### src/rtl/vend_txn_ctrl.sv
// Vending transaction controller: accumulates coin credit, arbitrates selection/cancel/timeout,
// tracks per-item stock, drives the dispenser handshake and returns change one unit at a time.
module vend_txn_ctrl #(
  parameter int PRICE1      = 3,
  parameter int PRICE2      = 5,
  parameter int PRICE3      = 7,
  parameter int CREDIT_MAX  = 31,
  parameter int STOCK_INIT  = 4,
  parameter int TIMEOUT_CYC = 1000
) (
  input  logic       clk,
  input  logic       rst,
  input  logic       coin_valid,
  input  logic [3:0] coin_val,
  input  logic       sel_valid,
  input  logic [1:0] sel,
  input  logic       cancel,
  input  logic       refill,
  output logic       disp_req,
  output logic [1:0] disp_item,
  input  logic       disp_ack,
  output logic       chg_valid,
  input  logic       chg_ready,
  output logic [5:0] credit,
  output logic       busy,
  output logic       coin_reject,
  output logic       insufficient_money,
  output logic       sold_out
);

  localparam int TW = $clog2(TIMEOUT_CYC + 1);

  typedef enum logic [1:0] {
    S_IDLE     = 2'd0,
    S_CREDIT   = 2'd1,
    S_DISPENSE = 2'd2,
    S_CHANGE   = 2'd3
  } state_t;

  state_t        state_r;
  state_t        state_s;
  logic [5:0]    credit_s;
  logic [3:0]    stock_r [4];
  logic [3:0]    stock_s [4];
  logic [TW-1:0] tmo_r;
  logic [TW-1:0] tmo_s;
  logic [TW-1:0] tmo_inc_s;
  logic [1:0]    item_s;
  logic [6:0]    sum_s;
  logic [5:0]    price_s;
  logic          xfer_s;
  logic          coin_rej_s;
  logic          insuf_s;
  logic          sold_s;
  logic          disp_req_s;
  logic          chg_valid_s;
  logic          busy_s;

  function automatic logic [5:0] price_of(input logic [1:0] s);
    case (s)
      2'b01:   price_of = 6'(PRICE1);
      2'b10:   price_of = 6'(PRICE2);
      2'b11:   price_of = 6'(PRICE3);
      default: price_of = 6'd0;
    endcase
  endfunction

  // State, datapath and registered outputs
  always_ff @(posedge clk or posedge rst) begin
    if (rst) begin
      state_r            <= S_IDLE;
      credit             <= 6'd0;
      tmo_r              <= {TW{1'b0}};
      disp_item          <= 2'b00;
      disp_req           <= 1'b0;
      chg_valid          <= 1'b0;
      busy               <= 1'b0;
      coin_reject        <= 1'b0;
      insufficient_money <= 1'b0;
      sold_out           <= 1'b0;
      for (int i = 0; i < 4; i++) begin
        stock_r[i] <= 4'(STOCK_INIT);
      end
    end else begin
      state_r            <= state_s;
      credit             <= credit_s;
      tmo_r              <= tmo_s;
      disp_item          <= item_s;
      disp_req           <= disp_req_s;
      chg_valid          <= chg_valid_s;
      busy               <= busy_s;
      coin_reject        <= coin_rej_s;
      insufficient_money <= insuf_s;
      sold_out           <= sold_s;
      for (int i = 0; i < 4; i++) begin
        stock_r[i] <= stock_s[i];
      end
    end
  end

  // Next-state and datapath decode with event arbitration
  always_comb begin
    state_s    = state_r;
    credit_s   = credit;
    tmo_s      = tmo_r;
    item_s     = disp_item;
    coin_rej_s = 1'b0;
    insuf_s    = 1'b0;
    sold_s     = 1'b0;
    for (int i = 0; i < 4; i++) begin
      stock_s[i] = stock_r[i];
    end
    // Sum kept one bit wider so an overflowing coin is caught before the compare
    sum_s     = {1'b0, credit} + {3'b000, coin_val};
    price_s   = price_of(sel);
    tmo_inc_s = tmo_r + TW'(1);
    xfer_s    = chg_valid & chg_ready;

    case (state_r)
      S_IDLE: begin
        tmo_s = {TW{1'b0}};
        if (coin_valid && (coin_val != 4'd0) && (sum_s <= 7'(CREDIT_MAX))) begin
          credit_s = sum_s[5:0];
          state_s  = S_CREDIT;
        end else begin
          credit_s = credit;
          state_s  = S_IDLE;
        end
        coin_rej_s = coin_valid && (coin_val != 4'd0) && (sum_s > 7'(CREDIT_MAX));
        insuf_s    = sel_valid && (sel != 2'b00);
        for (int i = 0; i < 4; i++) begin
          stock_s[i] = refill ? 4'(STOCK_INIT) : stock_r[i];
        end
      end

      S_CREDIT: begin
        if (cancel) begin
          coin_rej_s = coin_valid;
          tmo_s      = {TW{1'b0}};
          state_s    = S_CHANGE;
        end else if (sel_valid) begin
          coin_rej_s = coin_valid;
          tmo_s      = {TW{1'b0}};
          if (sel == 2'b00) begin
            state_s = S_CREDIT;
          end else if (stock_r[sel] == 4'd0) begin
            sold_s = 1'b1;
          end else if (credit < price_s) begin
            insuf_s = 1'b1;
          end else begin
            credit_s     = credit - price_s;
            stock_s[sel] = stock_r[sel] - 4'd1;
            item_s       = sel;
            state_s      = S_DISPENSE;
          end
        end else if (coin_valid) begin
          tmo_s = {TW{1'b0}};
          if (sum_s > 7'(CREDIT_MAX)) begin
            coin_rej_s = 1'b1;
          end else begin
            credit_s = sum_s[5:0];
          end
        end else if (tmo_inc_s == TW'(TIMEOUT_CYC)) begin
          tmo_s   = {TW{1'b0}};
          state_s = S_CHANGE;
        end else begin
          tmo_s = tmo_inc_s;
        end
      end

      S_DISPENSE: begin
        coin_rej_s = coin_valid;
        if (disp_ack) begin
          item_s  = 2'b00;
          state_s = (credit != 6'd0) ? S_CHANGE : S_IDLE;
        end else begin
          state_s = S_DISPENSE;
        end
      end

      S_CHANGE: begin
        coin_rej_s = coin_valid;
        if (credit == 6'd0) begin
          state_s = S_IDLE;
        end else if (xfer_s) begin
          credit_s = credit - 6'd1;
          state_s  = (credit == 6'd1) ? S_IDLE : S_CHANGE;
        end else begin
          state_s = S_CHANGE;
        end
      end

      default: begin
        state_s = S_IDLE;
      end
    endcase
  end

  // Output decode from the upcoming state, registered alongside it
  always_comb begin
    disp_req_s  = (state_s == S_DISPENSE);
    chg_valid_s = (state_s == S_CHANGE) && (credit_s != 6'd0);
    busy_s      = (state_s != S_IDLE);
  end

endmodule

### config.mk
export PLATFORM = sky130hd
export DESIGN_NAME = vend_txn_ctrl
export DESIGN_NICKNAME = d
export VERILOG_FILES = /design/src/rtl/vend_txn_ctrl.sv
export SDC_FILE = /design/constraint.sdc
export NUM_CORES = 1
export LEC_CHECK = 0
export CORE_UTILIZATION = 58
export CTS_BUF_LIST = sky130_fd_sc_hd__clkbuf_16
export DETAILED_ROUTE_END_ITERATION = 8
export HOLD_SLACK_MARGIN = 0.02
export PLACE_DENSITY = 0.8
export SYNTH_ARGS = -nofsm -noshare
export SYNTH_HDL_FRONTEND = slang
export SYNTH_SLANG_ARGS = --single-unit
### constraint.sdc
create_clock -name clk -period 3.3 [get_ports clk]
set_input_delay 0.66 -clock clk [delete_from_list [all_inputs] [get_ports clk]]
set_output_delay 0.66 -clock clk [all_outputs]
set_load 0.1 [all_outputs]
Word-level counts from Yosys, hierarchy flattened

Index checks and enable logic that the tools add are counted.

$add $sub $neg: 5
Order comparisons: 5
Equal/unequal tests: 17
Muxes and demuxes: 67
Bitwise logic cells: 2
Reduce and logical (&&, ||, !) cells: 20

Operators with widths:

| cell                  | count |
|---|---|
| $mux 16               | 5 |
| $mux 6                | 10 |
| $mux 10               | 4 |
| $mux 2                | 18 |
| $pmux 16 s2           | 1 |
| $pmux 10 s2           | 1 |
| $pmux 6 s3            | 1 |
| $bwmux 16             | 1 |
| $mux 4                | 4 |
| $mux 1                | 15 |
| $ne 2x2->1 const B    | 7 |
| $reduce_and 7->1      | 2 |
| $eq 2x2->1 const B    | 6 |
| $reduce_bool 6->1     | 2 |
| $add 10x1->10 const B | 1 |
| $eq 10x10->1 const B  | 1 |
| $pmux 3 s3            | 1 |
| $bmux 4 s2            | 1 |
| $demux 4 s2           | 1 |
| $pmux 2 s4            | 1 |
| $reduce_bool 2->1     | 4 |
| $add 6x4->7           | 1 |
| $gt 7x5->1 const B    | 1 |
| $le 7x5->1 const B    | 1 |
| 19 further kinds      | 26 |

Flip-flop bits (word level): 42

Longest topological paths before layout

Word-level depth: 12
Gate-level depth with buffers: 13
Depth with buffers taken out: 11

Worst setup path after synthesis

OpenSTA, ideal clock, no wires.

Path type: reg2reg
From: register credit[0]
To: register chg_valid
Data arrival time: 3527 ps
Required time: 3171 ps
Path slack: -356 ps
Cell stages (with the launch flop): 11
Path buffers: 1
Cells stage by stage: dfrtp_1 -> buf_2 -> inv_1 -> ha_1 -> fa_1 -> nor2b_1 -> nor3_2 -> a211oi_4 -> a211oi_1 -> or4b_4 -> o41a_1

Cells in the longest elaborated chain, start to end: 9

Ends and longest elaborated chain:

| what                                        | RTL line | RTL |
|---|---|---|
| start, declared                             | 24       | `output logic [5:0] credit,` |
| start signal, assigned                      | 86       | `credit <= credit_s;` |
| $add 6x4->7 (tied with other cells)         | 114      | `sum_s = {1'b0, credit} + {3'b000, coin_val};` |
| $gt 7x5->1 / $mux 6 (equally long branches) | 158, 148 |  |
| $mux 6 (on tied branches)                   | 158, 146 |  |
| $mux 6 (on tied branches)                   | 156, 144 |  |
| $mux 6                                      | 141      | `end else if (sel_valid) begin` |
| $mux 6                                      | 137      | `if (cancel) begin` |
| $pmux 6 s3 *                                | 119      | `case (state_r)` |
| net credit_s[0]                             | 42       | `logic [5:0] credit_s;` |
| $reduce_bool 6->1 *                         | 202      | `chg_valid_s = (state_s == S_CHANGE) && (credit_s != 6'd0);` |
| $logic_and 1x1->1 *                         | 202      |  |
| net chg_valid_s                             | 56       | `logic chg_valid_s;` |
| end signal, assigned                        | 90       | `chg_valid <= chg_valid_s;` |
| end, declared                               | 22       | `output logic chg_valid,` |

The timed path passes the listed nets; every way through them passes the cells marked *.
A chain may end at the register's enable or synchronous reset.

Worst setup path after layout

From: input port coin_val[2]
To: register chg_valid

Cells in the longest elaborated chain, start to end: 9

Ends and longest elaborated chain:

| what                | RTL line | RTL |
|---|---|---|
| start, declared     | 14       | `input logic [3:0] coin_val,` |
| $add 6x4->7         | 114      |  |
| $gt 7x5->1          | 158      | `if (sum_s > 7'(CREDIT_MAX)) begin` |
| $mux 6              | 158      |  |
| $mux 6              | 156      | `end else if (coin_valid) begin` |
| $mux 6              | 141      |  |
| $mux 6              | 137      |  |
| $pmux 6 s3 *        | 119      |  |
| net credit_s[4]     | 42       |  |
| $reduce_bool 6->1 * | 202      |  |
| $logic_and 1x1->1 * | 202      |  |
| net chg_valid_s     | 56       |  |

Marks and branches as above.

==> implementation parameters <==
Parameter                              Value

Run status
  Run status ... complete, no violations

Setup path
  Launching element type of the critical path ... primary input
  Peak fanout along the critical path ... 3
  First element of the critical path ... coin_val[2]
  FF-to-FF setup slack ... 250 ps
  Startpoint of the most critical register-to-register path ... credit[1]$_DFF_PP0_
  Critical Path End ... chg_valid$_DFF_PP0_
  Crit path required time ... 3470 ps
  Worst flop-to-flop path endpoint ... chg_valid$_DFF_PP0_
  Setup CP Type ... primary input to flop
  Reg2Reg Depth ... 8
  Arrival time of data at the critical path endpoint ... 3400 ps
  Sort of element at the end of the critical path ... flop

Detailed routing
  Routed Wire Length ... 8810 um
  Drt wl/cell ... 18.2 um
  Vias/cell ... 6.34
  Starting DRC count in detailed routing ... 368
  DRC viols ... 0
  Number of detailed-route iterations in the first pass ... 6
  Routed vias ... 3074
  Number of antenna-violating nets in the routed design ... 0

Place
  Count of port buffers added during placement ... 27
  Placed cells ... approximately 470
  Final HPWL from detailed placement ... 6240 um
  Final weighted congestion in routability-driven placement ... between 0.9 and 1
  Post-Place Worst Slack ... -522 ps

Synth
  Top cells by area, synth ... sky130_fd_sc_hd__dfrtp_1 31%, sky130_fd_sc_hd__ha_1 4.8%, sky130_fd_sc_hd__nand2_1 4.6%, sky130_fd_sc_hd__dfstp_2 3.4%, sky130_fd_sc_hd__a21oi_1 3.1%
  FFs w/ async S/R, synth ... 1.00
  Yosys warnings ... 0
  Fraction of the yosys area taken by sequential cells ... 0.340
  Number of flops mapped to enable cells by yosys ... 0
  Top_reg_cell synth ... sky130_fd_sc_hd__dfrtp_1
  Synthesized area per cell ... 8.91 sq um
  Share of the synthesized area in the top cell type ... 0.306
  Net count after synthesis ... 377
  Post-synthesis cell type with the largest combined area ... sky130_fd_sc_hd__dfrtp_1
  Synthesized netlist cell count ... about 350
  Unique masters post-synth ... ~70
  Synth Cell Area ... between 3000 and 4000 sq um
  Register bit count reported by yosys ... between 40 and 50

Power and ir drop
  Worst ir drop on vdd ... 0.502 mV
  Total leakage power ... 1.78 nW
  Switching power ... roughly 1.7 mW
  Total power consumption of the routed design ... 3.68 mW
  Switching Share ... 0.473
  Portion of total power attributed to combinational logic ... 0.610
  PwrDens ... 934 nW/um^2
  Pint ... slightly below 2 mW
  Sequential group share of total power ... 0.217
  Clock network fraction of design power ... 0.173

STA
  Part of the cycle the worst path needs ... 0.979
  Final setup violation count ... 0
  Sum Neg Setup Slack ... 0 ps
  Max-slew violations ... 0
  Worst max-slew margin expressed relative to the limit ... 0.642
  Slack of the critical path ... between 70 and 80 ps
  Hold Violations, Final ... 0
  Transition time at the pin with the least slew margin ... 536 ps
  Clock Skew ... 9.60 ps
  Maximum clock frequency ... 310 MHz
  Period minus WS final ... 3230 ps
  Worst-case hold slack ... between 400 and 500 ps

Clocking
  TritonCTS buffer count ... 5
  Library cell used as clock root buffer ... sky130_fd_sc_hd__clkbuf_16
  Clock transition at the registers of the reported paths ... 70 ps
  Maximum clock path buffer count ... 2
  Clock tree from TritonCTS ... done
  H-tree lvl count ... 2
  Clk Latency, worst-skew pair ... 290 ps
  Number of sinks on the clock net ... 42
  Hold buffer count at CTS ... 0

Floorplan
  Area enclosed by the die boundary ... 5660 sq um
  Area of the core ... between 5000 and 6000 sq um
  Die width ... 75.2 um
  Standard-cell row count ... 26
  I/O pin count ... 28
  Effective utilization at floorplan ... 0.605
  Die height ... 75.2 um

GRT
  Global router's overall resource usage ... 0.329
  First-pass GRT wire length ... ~14000 um
  Antenna violations before repair ... 0
  Vias in the first global route ... 2836
  Total congestion overflow ... 0
  Largest net degree at the start of global routing ... 43

Finish
  Most frequent standard cell in the layout excluding fill and tap cells ... sky130_fd_sc_hd__buf_4
  Sequential cell area in the final layout ... 1060 sq um
  Number of standard cells in the final layout excluding fillers ... about 490
  Most used cells in the layout excluding fill and tap cells ... 59 x sky130_fd_sc_hd__buf_4, 38 x sky130_fd_sc_hd__nand2_1, 36 x sky130_fd_sc_hd__dfrtp_1
  Proportion of layout cells with a drive suffix above 1 ... 0.248
  Final-stage net count ... 442
  Multi-input logic area ... 1940 sq um
  Layout Area Growth over Synthesis ... 26.7%
  Fill count ... ~380
  Number of inserted diodes ... 0

Job
  Max-capacitance violation count ... 0

Hold path
  Instance count along the most critical hold path ... 2
  Worst min-delay path category ... flop to flop
[cell type report]
type,count,share of cell area
multi-input cells,270,0.494
flip-flops and latches,42,0.269
repair buffers,73,0.146
clock buffers,5,0.0318
well taps,70,0.0222
inverters,22,0.0210
clock inverters,3,0.0162
[through the flow]
step / util / instance area, sq um
5_1_grt: 0.766 / 3940
6_report: 0.766 / 3940
4_1_cts: 0.756 / 3890
3_3_place_gp: 0.716 / 3680
3_5_place_dp: 0.716 / 3680
2_1_floorplan: - / 3120
[worst min-delay path by stage]
| stage | startpoint | endpoint | slack, ps |
|---|---|---|---|
| finish | stock_r[2]$_DFFE_PP1P_ | stock_r[2]$_DFFE_PP1P_ | 470 |
| global route | stock_r[2]$_DFFE_PP1P_ | stock_r[2]$_DFFE_PP1P_ | 490 |
| CTS | stock_r[2]$_DFFE_PP1P_ | stock_r[2]$_DFFE_PP1P_ | 470 |
| detailed placement | stock_r[2]$_DFFE_PP1P_ | stock_r[2]$_DFFE_PP1P_ | 460 |
| global placement | stock_r[6]$_DFFE_PP1P_ | stock_r[6]$_DFFE_PP1P_ | 450 |
| floorplan | stock_r[6]$_DFFE_PP1P_ | stock_r[6]$_DFFE_PP1P_ | 440 |
[metal layers]
metal  up-vias  part of all wire  track usage
li1       1428                 -            -
met1      1467              0.42        0.430
met2       142              0.48        0.533
met3        37             0.059       0.0576
met4         0             0.041        0.158
met5         -                 0            0
[sequential cells by signal (all words and copies together) (netlist names)]
| name | cells |
|---|---|
| credit | 6 |
| disp_item | 2 |
| tmo_r | 10 |
| insufficient_money | 1 |
| coin_reject | 1 |
| stock_r | 16 |
| busy | 1 |
| disp_req | 1 |
| chg_valid | 1 |
| state_r | 2 |
| sold_out | 1 |
[cells by family after synthesis]
kind of cell / after synthesis / synth area share
AOI/OAI and AO/OA: 99 / 0.238
DFF: 42 / 0.340
adders and majority gates: 14 / 0.0612
xor gates and xnor gates: 9 / 0.0254
and+or+nand+nor: 139 / 0.236
muxes: 9 / 0.0455
buffers and inverters: 37 / 0.0548
[power by group through the flow]
stage	logic (mW)	registers, mW	clock network, mW
after global placement	2.07	0.796	0
final	2.24	0.800	0.637
after CTS	2.16	0.793	0.643
after floorplan	1.12	1.18	0
after detailed placement	2.11	0.797	0
after global routing	2.39	0.814	0.659
[cell usage after synthesis (4+ instances only)]
master and n:
sky130_fd_sc_hd__dfrtp_1 38, sky130_fd_sc_hd__nand2_1 38, sky130_fd_sc_hd__nor2_1 24, sky130_fd_sc_hd__inv_1 22
sky130_fd_sc_hd__a21oi_1 19, sky130_fd_sc_hd__nand3_1 19, sky130_fd_sc_hd__o21ai_0 18, sky130_fd_sc_hd__ha_1 12
sky130_fd_sc_hd__nor2b_1 11, sky130_fd_sc_hd__o2bb2ai_1 10, sky130_fd_sc_hd__clkbuf_1 7, sky130_fd_sc_hd__and2_1 6
sky130_fd_sc_hd__nor3_1 6, sky130_fd_sc_hd__a311oi_1 5, sky130_fd_sc_hd__nand4_1 5, sky130_fd_sc_hd__o211ai_1 5
sky130_fd_sc_hd__xnor2_1 5, sky130_fd_sc_hd__a2bb2oi_1 4, sky130_fd_sc_hd__buf_2 4, sky130_fd_sc_hd__dfstp_2 4
sky130_fd_sc_hd__mux2i_1 4, sky130_fd_sc_hd__xor2_1 4
[what timing repair did]
action / in CTS / in global routing
setup endpoints to repair: 11 / 13
endpoints found under the hold margin: 0 / 0
resized for setup: 8 / 13
pin swaps: 1 / 7
setup buffers: 1 / 2
[worst max-delay path, cell delays in order]
cell	delay [ps]
sky130_fd_sc_hd__clkdlybuf4s50_1	470
sky130_fd_sc_hd__ha_1	360
sky130_fd_sc_hd__buf_4	150
sky130_fd_sc_hd__nand3_1	100
sky130_fd_sc_hd__a2bb2oi_2	190
sky130_fd_sc_hd__buf_4	140
sky130_fd_sc_hd__buf_4	110
sky130_fd_sc_hd__nand4_1	100
sky130_fd_sc_hd__mux2i_1	320
sky130_fd_sc_hd__nand4_1	180
sky130_fd_sc_hd__a2111o_1	320
sky130_fd_sc_hd__o41a_1	320
Power figures use the tool's default switching activity.
